$ cat config.mk
export PLATFORM = sky130hd
export DESIGN_NAME = mc_control_fsm_flat
export DESIGN_NICKNAME = d
export VERILOG_FILES = /design/src/rtl/mc_control_fsm_pkg.sv /design/src/rtl/mc_control_fsm_if.sv /design/src/rtl/mc_control_fsm_alu_op_decoder.sv /design/src/rtl/mc_control_fsm.sv /design/src/flat_wrapper.sv
export SDC_FILE = /design/constraint.sdc
export NUM_CORES = 1
export LEC_CHECK = 0
export ABC_AREA = 1
export BUFFER_PORTS_ARGS = -buffer_cell sky130_fd_sc_hd__clkbuf_2
export CORE_MARGIN = 2
export CORE_UTILIZATION = 55
export DETAILED_ROUTE_END_ITERATION = 8
export PLACE_DENSITY = 0.86
export SYNTH_ARGS = -nofsm -noshare
export SYNTH_HDL_FRONTEND = slang
export SYNTH_SLANG_ARGS = --single-unit
$ cat constraint.sdc
create_clock -name clk -period 2.23 [get_ports clk]
set_input_delay 0.3345 -clock clk [delete_from_list [all_inputs] [get_ports clk]]
set_output_delay 0.3345 -clock clk [all_outputs]
set_load 0.02 [all_outputs]
$ cat src/rtl/mc_control_fsm_pkg.sv
// Shared types and encodings for the multicycle control FSM: state enum, ALUOp
// codes, opcode/funct values, mux selects and the per-state control word.
package mc_ctrl_pkg;

  typedef enum logic [3:0] {
    IDLE, FETCH, DECODE, R_EXEC, R_WB, I_EXEC, I_WB,
    MEM_ADDR, MEM_READ, MEM_WB, MEM_WRITE, BRANCH, JUMP, ILLEGAL
  } state_e;

  localparam logic [3:0] ALU_ADD  = 4'b0000;
  localparam logic [3:0] ALU_ADDI = 4'b0001;
  localparam logic [3:0] ALU_SUB  = 4'b0010;
  localparam logic [3:0] ALU_AND  = 4'b0011;
  localparam logic [3:0] ALU_ANDI = 4'b0100;
  localparam logic [3:0] ALU_OR   = 4'b0101;
  localparam logic [3:0] ALU_SLL  = 4'b0110;
  localparam logic [3:0] ALU_SRL  = 4'b0111;
  localparam logic [3:0] ALU_SRA  = 4'b1000;
  localparam logic [3:0] ALU_SLT  = 4'b1001;

  localparam logic [5:0] OP_RTYPE = 6'h00;
  localparam logic [5:0] OP_ADDI  = 6'h08;
  localparam logic [5:0] OP_ANDI  = 6'h0C;
  localparam logic [5:0] OP_LW    = 6'h23;
  localparam logic [5:0] OP_SW    = 6'h2B;
  localparam logic [5:0] OP_BEQ   = 6'h04;
  localparam logic [5:0] OP_J     = 6'h02;

  localparam logic [5:0] FN_ADD = 6'h20;
  localparam logic [5:0] FN_SUB = 6'h22;
  localparam logic [5:0] FN_AND = 6'h24;
  localparam logic [5:0] FN_OR  = 6'h25;
  localparam logic [5:0] FN_SLT = 6'h2A;
  localparam logic [5:0] FN_SLL = 6'h00;
  localparam logic [5:0] FN_SRL = 6'h02;
  localparam logic [5:0] FN_SRA = 6'h03;

  localparam logic [1:0] SRCA_PC    = 2'b00;
  localparam logic [1:0] SRCA_RS    = 2'b01;
  localparam logic [1:0] SRCA_SHAMT = 2'b10;

  localparam logic [1:0] SRCB_RT     = 2'b00;
  localparam logic [1:0] SRCB_FOUR   = 2'b01;
  localparam logic [1:0] SRCB_IMM    = 2'b10;
  localparam logic [1:0] SRCB_IMM_S2 = 2'b11;

  localparam logic [1:0] PCSRC_ALU    = 2'b00;
  localparam logic [1:0] PCSRC_ALUOUT = 2'b01;
  localparam logic [1:0] PCSRC_JUMP   = 2'b10;

  typedef enum logic [1:0] {SEL_R, SEL_ADDI, SEL_ANDI} alu_sel_e;

  typedef struct packed {
    logic       pc_write;
    logic       pc_cond;
    logic [1:0] pc_source;
    logic       iord;
    logic       mem_read;
    logic       mem_write;
    logic       ir_write;
    logic [1:0] alu_src_a;
    logic [1:0] alu_src_b;
    logic [3:0] alu_op;
    logic       reg_dst;
    logic       mem_to_reg;
    logic       reg_write;
    logic       illegal;
  } ctrl_t;

  // Moore control word for a state; the FETCH strobes are gated by mem_ready later.
  function automatic ctrl_t state_ctrl(input state_e st, input logic [3:0] dec_op,
                                       input logic dec_shift);
    ctrl_t c;
    c = '0;
    case (st)
      FETCH: begin
        c.mem_read  = 1'b1;
        c.ir_write  = 1'b1;
        c.pc_write  = 1'b1;
        c.alu_src_a = SRCA_PC;
        c.alu_src_b = SRCB_FOUR;
        c.alu_op    = ALU_ADD;
        c.pc_source = PCSRC_ALU;
      end
      DECODE: begin
        c.alu_src_a = SRCA_PC;
        c.alu_src_b = SRCB_IMM_S2;
        c.alu_op    = ALU_ADD;
      end
      R_EXEC: begin
        c.alu_src_a = dec_shift ? SRCA_SHAMT : SRCA_RS;
        c.alu_src_b = SRCB_RT;
        c.alu_op    = dec_op;
      end
      R_WB: begin
        c.reg_dst   = 1'b1;
        c.reg_write = 1'b1;
      end
      I_EXEC: begin
        c.alu_src_a = SRCA_RS;
        c.alu_src_b = SRCB_IMM;
        c.alu_op    = dec_op;
      end
      I_WB:     c.reg_write = 1'b1;
      MEM_ADDR: begin
        c.alu_src_a = SRCA_RS;
        c.alu_src_b = SRCB_IMM;
        c.alu_op    = ALU_ADD;
      end
      MEM_READ: begin
        c.mem_read = 1'b1;
        c.iord     = 1'b1;
      end
      MEM_WB: begin
        c.mem_to_reg = 1'b1;
        c.reg_write  = 1'b1;
      end
      MEM_WRITE: begin
        c.mem_write = 1'b1;
        c.iord      = 1'b1;
      end
      BRANCH: begin
        c.alu_src_a = SRCA_RS;
        c.alu_src_b = SRCB_RT;
        c.alu_op    = ALU_SUB;
        c.pc_source = PCSRC_ALUOUT;
        c.pc_cond   = 1'b1;
      end
      JUMP: begin
        c.pc_source = PCSRC_JUMP;
        c.pc_write  = 1'b1;
      end
      ILLEGAL: c.illegal = 1'b1;
      default: ;
    endcase
    return c;
  endfunction

endpackage

$ cat src/rtl/mc_control_fsm_if.sv
// Controller <-> datapath bundle: IR fields and status in, control strobes out.
interface mc_control_fsm_if;
  logic [5:0] opcode;
  logic [5:0] funct;
  logic       zero;
  logic       mem_ready;
  logic       pc_en;
  logic [1:0] pc_source;
  logic       iord;
  logic       mem_read;
  logic       mem_write;
  logic       ir_write;
  logic [1:0] alu_src_a;
  logic [1:0] alu_src_b;
  logic [3:0] alu_op;
  logic       reg_dst;
  logic       mem_to_reg;
  logic       reg_write;
  logic       illegal;

  modport master (
    input  opcode, funct, zero, mem_ready,
    output pc_en, pc_source, iord, mem_read, mem_write, ir_write,
           alu_src_a, alu_src_b, alu_op, reg_dst, mem_to_reg, reg_write, illegal
  );

  modport slave (
    output opcode, funct, zero, mem_ready,
    input  pc_en, pc_source, iord, mem_read, mem_write, ir_write,
           alu_src_a, alu_src_b, alu_op, reg_dst, mem_to_reg, reg_write, illegal
  );
endinterface

$ cat src/rtl/mc_control_fsm_alu_op_decoder.sv
// Maps an R-type funct (or an I-type selector) to the ALUOp code and flags
// whether the op is a shift and whether the funct is supported.
module alu_op_decoder
  import mc_ctrl_pkg::*;
(
  input  logic [5:0] funct,
  input  alu_sel_e   sel,
  output logic [3:0] alu_op,
  output logic       is_shift,
  output logic       funct_valid
);

  always_comb begin
    alu_op      = ALU_ADD;
    is_shift    = 1'b0;
    funct_valid = 1'b1;
    case (sel)
      SEL_ADDI: alu_op = ALU_ADDI;
      SEL_ANDI: alu_op = ALU_ANDI;
      default: begin
        case (funct)
          FN_ADD: alu_op = ALU_ADD;
          FN_SUB: alu_op = ALU_SUB;
          FN_AND: alu_op = ALU_AND;
          FN_OR:  alu_op = ALU_OR;
          FN_SLT: alu_op = ALU_SLT;
          FN_SLL: begin alu_op = ALU_SLL; is_shift = 1'b1; end
          FN_SRL: begin alu_op = ALU_SRL; is_shift = 1'b1; end
          FN_SRA: begin alu_op = ALU_SRA; is_shift = 1'b1; end
          default: funct_valid = 1'b0;
        endcase
      end
    endcase
  end

endmodule

$ cat src/rtl/mc_control_fsm.sv
// Multicycle control FSM: sequences FETCH/DECODE/EXECUTE/MEM/WB with registered
// Moore outputs and counts retired instructions.
module mc_control_fsm
  import mc_ctrl_pkg::*;
#(
  parameter int RETIRE_W = 32
) (
  input  logic                clk,
  input  logic                rst_n,
  mc_control_fsm_if.master    bus,
  output logic [RETIRE_W-1:0] retired
);

  state_e   state, nxt;
  ctrl_t    c;
  alu_sel_e sel;
  logic [3:0] dec_op;
  logic       dec_shift, dec_valid, retire;

  always_comb begin
    sel = SEL_R;
    if (bus.opcode == OP_ADDI)      sel = SEL_ADDI;
    else if (bus.opcode == OP_ANDI) sel = SEL_ANDI;
  end

  alu_op_decoder u_dec (
    .funct       (bus.funct),
    .sel         (sel),
    .alu_op      (dec_op),
    .is_shift    (dec_shift),
    .funct_valid (dec_valid)
  );

  always_comb begin
    nxt = state;
    case (state)
      IDLE:   nxt = FETCH;
      FETCH:  if (bus.mem_ready) nxt = DECODE;
      DECODE: begin
        case (bus.opcode)
          OP_RTYPE:        nxt = dec_valid ? R_EXEC : ILLEGAL;
          OP_ADDI, OP_ANDI: nxt = I_EXEC;
          OP_LW, OP_SW:    nxt = MEM_ADDR;
          OP_BEQ:          nxt = BRANCH;
          OP_J:            nxt = JUMP;
          default:         nxt = ILLEGAL;
        endcase
      end
      R_EXEC:    nxt = R_WB;
      I_EXEC:    nxt = I_WB;
      MEM_ADDR:  nxt = (bus.opcode == OP_LW) ? MEM_READ : MEM_WRITE;
      MEM_READ:  if (bus.mem_ready) nxt = MEM_WB;
      MEM_WRITE: if (bus.mem_ready) nxt = FETCH;
      R_WB, I_WB, MEM_WB, BRANCH, JUMP, ILLEGAL: nxt = FETCH;
      default:   nxt = IDLE;
    endcase
  end

  always_comb begin
    retire = 1'b0;
    case (state)
      R_WB, I_WB, MEM_WB, BRANCH, JUMP: retire = 1'b1;
      MEM_WRITE: retire = bus.mem_ready;
      default:   retire = 1'b0;
    endcase
  end

  // Control word is computed from the next state so outputs come straight off flops.
  always_ff @(posedge clk or negedge rst_n) begin
    if (!rst_n) begin
      state   <= IDLE;
      c       <= '0;
      retired <= '0;
    end else begin
      state <= nxt;
      c     <= state_ctrl(nxt, dec_op, dec_shift);
      if (retire) retired <= retired + 1'b1;
    end
  end

  // ir_write is only set in FETCH, so it doubles as the "gate PCWrite by mem_ready" flag.
  assign bus.pc_en      = (c.pc_write & (bus.mem_ready | ~c.ir_write)) | (c.pc_cond & bus.zero);
  assign bus.ir_write   = c.ir_write & bus.mem_ready;
  assign bus.pc_source  = c.pc_source;
  assign bus.iord       = c.iord;
  assign bus.mem_read   = c.mem_read;
  assign bus.mem_write  = c.mem_write;
  assign bus.alu_src_a  = c.alu_src_a;
  assign bus.alu_src_b  = c.alu_src_b;
  assign bus.alu_op     = c.alu_op;
  assign bus.reg_dst    = c.reg_dst;
  assign bus.mem_to_reg = c.mem_to_reg;
  assign bus.reg_write  = c.reg_write;
  assign bus.illegal    = c.illegal;

endmodule

$ cat src/flat_wrapper.sv
// flat-port wrapper written by rule: the top's interface ports become plain ports
module mc_control_fsm_flat import mc_ctrl_pkg::*;
#(
  parameter int RETIRE_W = 32
)
  (clk, rst_n, retired, bus_opcode, bus_funct, bus_zero, bus_mem_ready, bus_pc_en, bus_pc_source, bus_iord, bus_mem_read, bus_mem_write, bus_ir_write, bus_alu_src_a, bus_alu_src_b, bus_alu_op, bus_reg_dst, bus_mem_to_reg, bus_reg_write, bus_illegal);
  mc_control_fsm_if bus_i ();
  input  logic clk;
  input  logic rst_n;
  output logic [RETIRE_W-1:0] retired;
  input wire logic [$bits(bus_i.opcode)-1:0] bus_opcode;
  input wire logic [$bits(bus_i.funct)-1:0] bus_funct;
  input wire logic [$bits(bus_i.zero)-1:0] bus_zero;
  input wire logic [$bits(bus_i.mem_ready)-1:0] bus_mem_ready;
  output wire logic [$bits(bus_i.pc_en)-1:0] bus_pc_en;
  output wire logic [$bits(bus_i.pc_source)-1:0] bus_pc_source;
  output wire logic [$bits(bus_i.iord)-1:0] bus_iord;
  output wire logic [$bits(bus_i.mem_read)-1:0] bus_mem_read;
  output wire logic [$bits(bus_i.mem_write)-1:0] bus_mem_write;
  output wire logic [$bits(bus_i.ir_write)-1:0] bus_ir_write;
  output wire logic [$bits(bus_i.alu_src_a)-1:0] bus_alu_src_a;
  output wire logic [$bits(bus_i.alu_src_b)-1:0] bus_alu_src_b;
  output wire logic [$bits(bus_i.alu_op)-1:0] bus_alu_op;
  output wire logic [$bits(bus_i.reg_dst)-1:0] bus_reg_dst;
  output wire logic [$bits(bus_i.mem_to_reg)-1:0] bus_mem_to_reg;
  output wire logic [$bits(bus_i.reg_write)-1:0] bus_reg_write;
  output wire logic [$bits(bus_i.illegal)-1:0] bus_illegal;
  assign bus_i.opcode = bus_opcode;
  assign bus_i.funct = bus_funct;
  assign bus_i.zero = bus_zero;
  assign bus_i.mem_ready = bus_mem_ready;
  assign bus_pc_en = bus_i.pc_en;
  assign bus_pc_source = bus_i.pc_source;
  assign bus_iord = bus_i.iord;
  assign bus_mem_read = bus_i.mem_read;
  assign bus_mem_write = bus_i.mem_write;
  assign bus_ir_write = bus_i.ir_write;
  assign bus_alu_src_a = bus_i.alu_src_a;
  assign bus_alu_src_b = bus_i.alu_src_b;
  assign bus_alu_op = bus_i.alu_op;
  assign bus_reg_dst = bus_i.reg_dst;
  assign bus_mem_to_reg = bus_i.mem_to_reg;
  assign bus_reg_write = bus_i.reg_write;
  assign bus_illegal = bus_i.illegal;
  mc_control_fsm #(.RETIRE_W(RETIRE_W)) u_core (.clk(clk), .rst_n(rst_n), .bus(bus_i), .retired(retired));
endmodule
==> metrics.txt <==
Overflow after GRT=0; cells after synthesis=397; Required @ worst endpoint=2.43 ns; synthesis-to-finish area growth=13.6%; Worst Setup End Kind=flip-flop; leak pwr=1.90 nW; CTS clk-pin slew, worst paths=0.10 ns; DRT Pass-1 Iters=4; DRT iter0 DRCs=249; maxcap violations=0; pin count of the biggest net entering global routing=57; switching pwr=1.47 mW; status=finished clean; Num CTS Buffers=5; final hold violations=0; combinational share of power=42.3%; power density over the cells=909 mW/mm2; Clock Sink Count=56; RSZ-0062 raised after global routing=false; synthesis-stage register bit count=56; drt total wl=between 7000 and 8000 um; vias in the first global route=~2.7k; via count=2815; max FFs per register=32; buffers added on ports=66; Net Sw Frac=44.5%; Placer Congestion=0.946; vias per inst=5.28; Hold WC Path Type=input pin to asynchronous set/reset pin; critical path class=flip-flop to flip-flop; worst setup margin=0.308 ns; register area share after synthesis=43.8%; post-place setup slack=about 0.33 ns; CTS resizes=0; Mean Syn Cell Area=8.06 um2; initial antenna violation count=0; row cnt=27; CTS tree=done; Final setup viols=0; Clock Latency Late Sink=0.31 ns; crit path max fanout=5; Slew Limit Headroom=53.1%; nets@finish=478; Final Instance Area=0.00364 mm2; final setup TNS=0 ns; Die Wd=between 80 and 90 um; IO Pins=67; DRC Markers=0; Main synth FF type=dfrtp_1; Yosys cell types=32; Die Y=roughly 80 um; CTS root buf=clkbuf_8; Setup crit start kind=flip-flop; worst-margin pin slew=between 0.7 and 0.8 ns; Largest Register=u_core.retired; CTS Buffer Depth=2; Area after DPL=around 0.0036 mm2; syn nets=around 410; cell area after synthesis=0.00320 mm2; Post-synth ARST share=100%; Avg WL per Cell=13.4 um; gr usage total=24.4%; CTS H-tree depth=2; P_int=about 1.8 mW; Core Region=0.00557 mm2; final core utilization=65.2%; Slew Viols, Final=0; Reg power frac=between 40% and 50%; achievable clock frequency=520 MHz; Synth warnings=0; Tcrit/Tclk final=86.2%; antenna viol nets, final=0; hpwl dp=5640 um; Initial Util=57.4%; Die ar.=0.00645 mm2; CP arrival=2.12 ns; Post-synth EDFFs=0; Final Skew=0.0125 ns; share of cells above drive strength 1=26.2%; Peak VDD IR=0.686 mV; clock share of power=16.1%; fin crit period=1.92 ns; first-pass GRT wire length=between 10000 and 15000 um; antenna cells=0; Post-CTS Setup Bufs=0; hold bufs inserted after CTS=0
## path summary, 6_finish.rpt
path / startpoint / endpoint / slack (ns) / cells after the start
worst max-delay path: u_core.retired[0] / u_core.retired[18] / 0.31 / 11
worst max register to register: u_core.retired[0] / u_core.retired[18] / 0.31 / 11
worst min register to register: u_core.retired[16] / u_core.retired[16] / 0.51 / 1
min in group clk: bus_mem_ready / u_core.bus.mem_to_reg / 0.39 / 3
max in group asynchronous: rst_n / u_core.retired[13] / 1.62 / 2
worst min-delay path: rst_n / u_core.bus.alu_src_a[1] / 0.15 / 2
## critical path, cell delays in order, from the launching register on
cell and delay, ns:
dfrtp_1 0.44, ha_1 0.20, nand2_1 0.10, nor2_2 0.15, nand3_1 0.14, inv_1 0.09, nand2_2 0.08, nor2_4 0.11
nand3_2 0.12, nor2_4 0.15, nand2_1 0.08, xor2_1 0.15
## area by class of cell
type | count | area (um2)
Fill cell | 496 | 1940
Multi-Input combinational cell | 283 | 1540
Sequential cell | 56 | 1400
Timing Repair Buffer | 69 | 353
Inverter | 46 | 173
Tap cell | 72 | 90.1
Clock buffer | 6 | 72.6
Clock inverter | 1 | 5.00
## routing by layer
layer / global-route usage, % / routed length [um] / vias to the layer above
li1: - / - / 1388
met1: 33.5 / 3330 / 1311
met2: 39.5 / 3270 / 101
met3: 3.60 / 398 / 15
met4: 8.14 / 136 / 0
met5: 0 / 0 / -
## placed cells by master (no fill, tap or decap), types with 5 or more instances in the layout
cell type,n
xnor2_1,7
clkbuf_2,66
nand3_1,21
nand2_2,11
xor2_1,20
nand2_1,89
nor4_1,5
inv_1,40
nor3_1,12
clkbuf_8,5
o21ai_0,9
nand4_1,13
nor2_1,45
inv_2,6
nor2_2,10
nor2_4,8
a21oi_1,9
dfrtp_1,56
## Yosys cell counts (2+ instances only)
master	number	area (um2)
buf_2	2	10.0
nor4_1	5	31.3
a21oi_1	9	45.0
nor3_1	12	60.1
nand3b_1	2	15.0
nand2_1	89	334
inv_2	6	22.5
nor2_2	10	62.6
nand2_4	4	45.0
nor2_1	45	169
xor2_1	20	175
dfrtp_1	56	1400
nand2_2	11	68.8
o21ai_2	2	17.5
inv_1	40	150
o21ai_0	9	45.0
nand3_1	21	105
buf_4	10	75.1
nor2_4	8	90.1
o21ai_1	3	15.0
o31ai_1	2	15.0
nand3_2	3	30.0
xnor2_1	7	61.3
nand4_1	13	81.3
## per-stage QoR
stage | power (mW) | hold WS [ns] | std cells
6_report | 3.30 | 0.155 | 533
5_1_grt | 3.54 | 0.229 | 533
4_1_cts | 3.32 | 0.183 | 533
3_5_place_dp | 2.79 | 0.507 | 526
3_3_place_gp | 2.74 | 0.507 | 526
2_1_floorplan | 2.40 | 0.0389 | 397
## power by group through the flow
stage,combinational [mW],clock [mW],sequential [mW]
after floorplan,0.921,0,1.48
after global placement,1.37,0,1.38
after detailed placement,1.40,0,1.39
after CTS,1.41,0.535,1.37
after global routing,1.55,0.584,1.40
final,1.40,0.531,1.37
## kinds of logic (layout without fill, tap and decap cells)
family,after synthesis,after routing,share of synthesized area (%)
and+or+nand+nor,225,225,34.8
buffers and inverters,58,122,8.05
adders and majority gates,1,1,0.391
xor gates and xnor gates,27,27,7.39
AOI/OAI and AO/OA,30,30,5.55
DFF,56,56,43.8
Note: power is estimated with default switching activity, not from simulation.
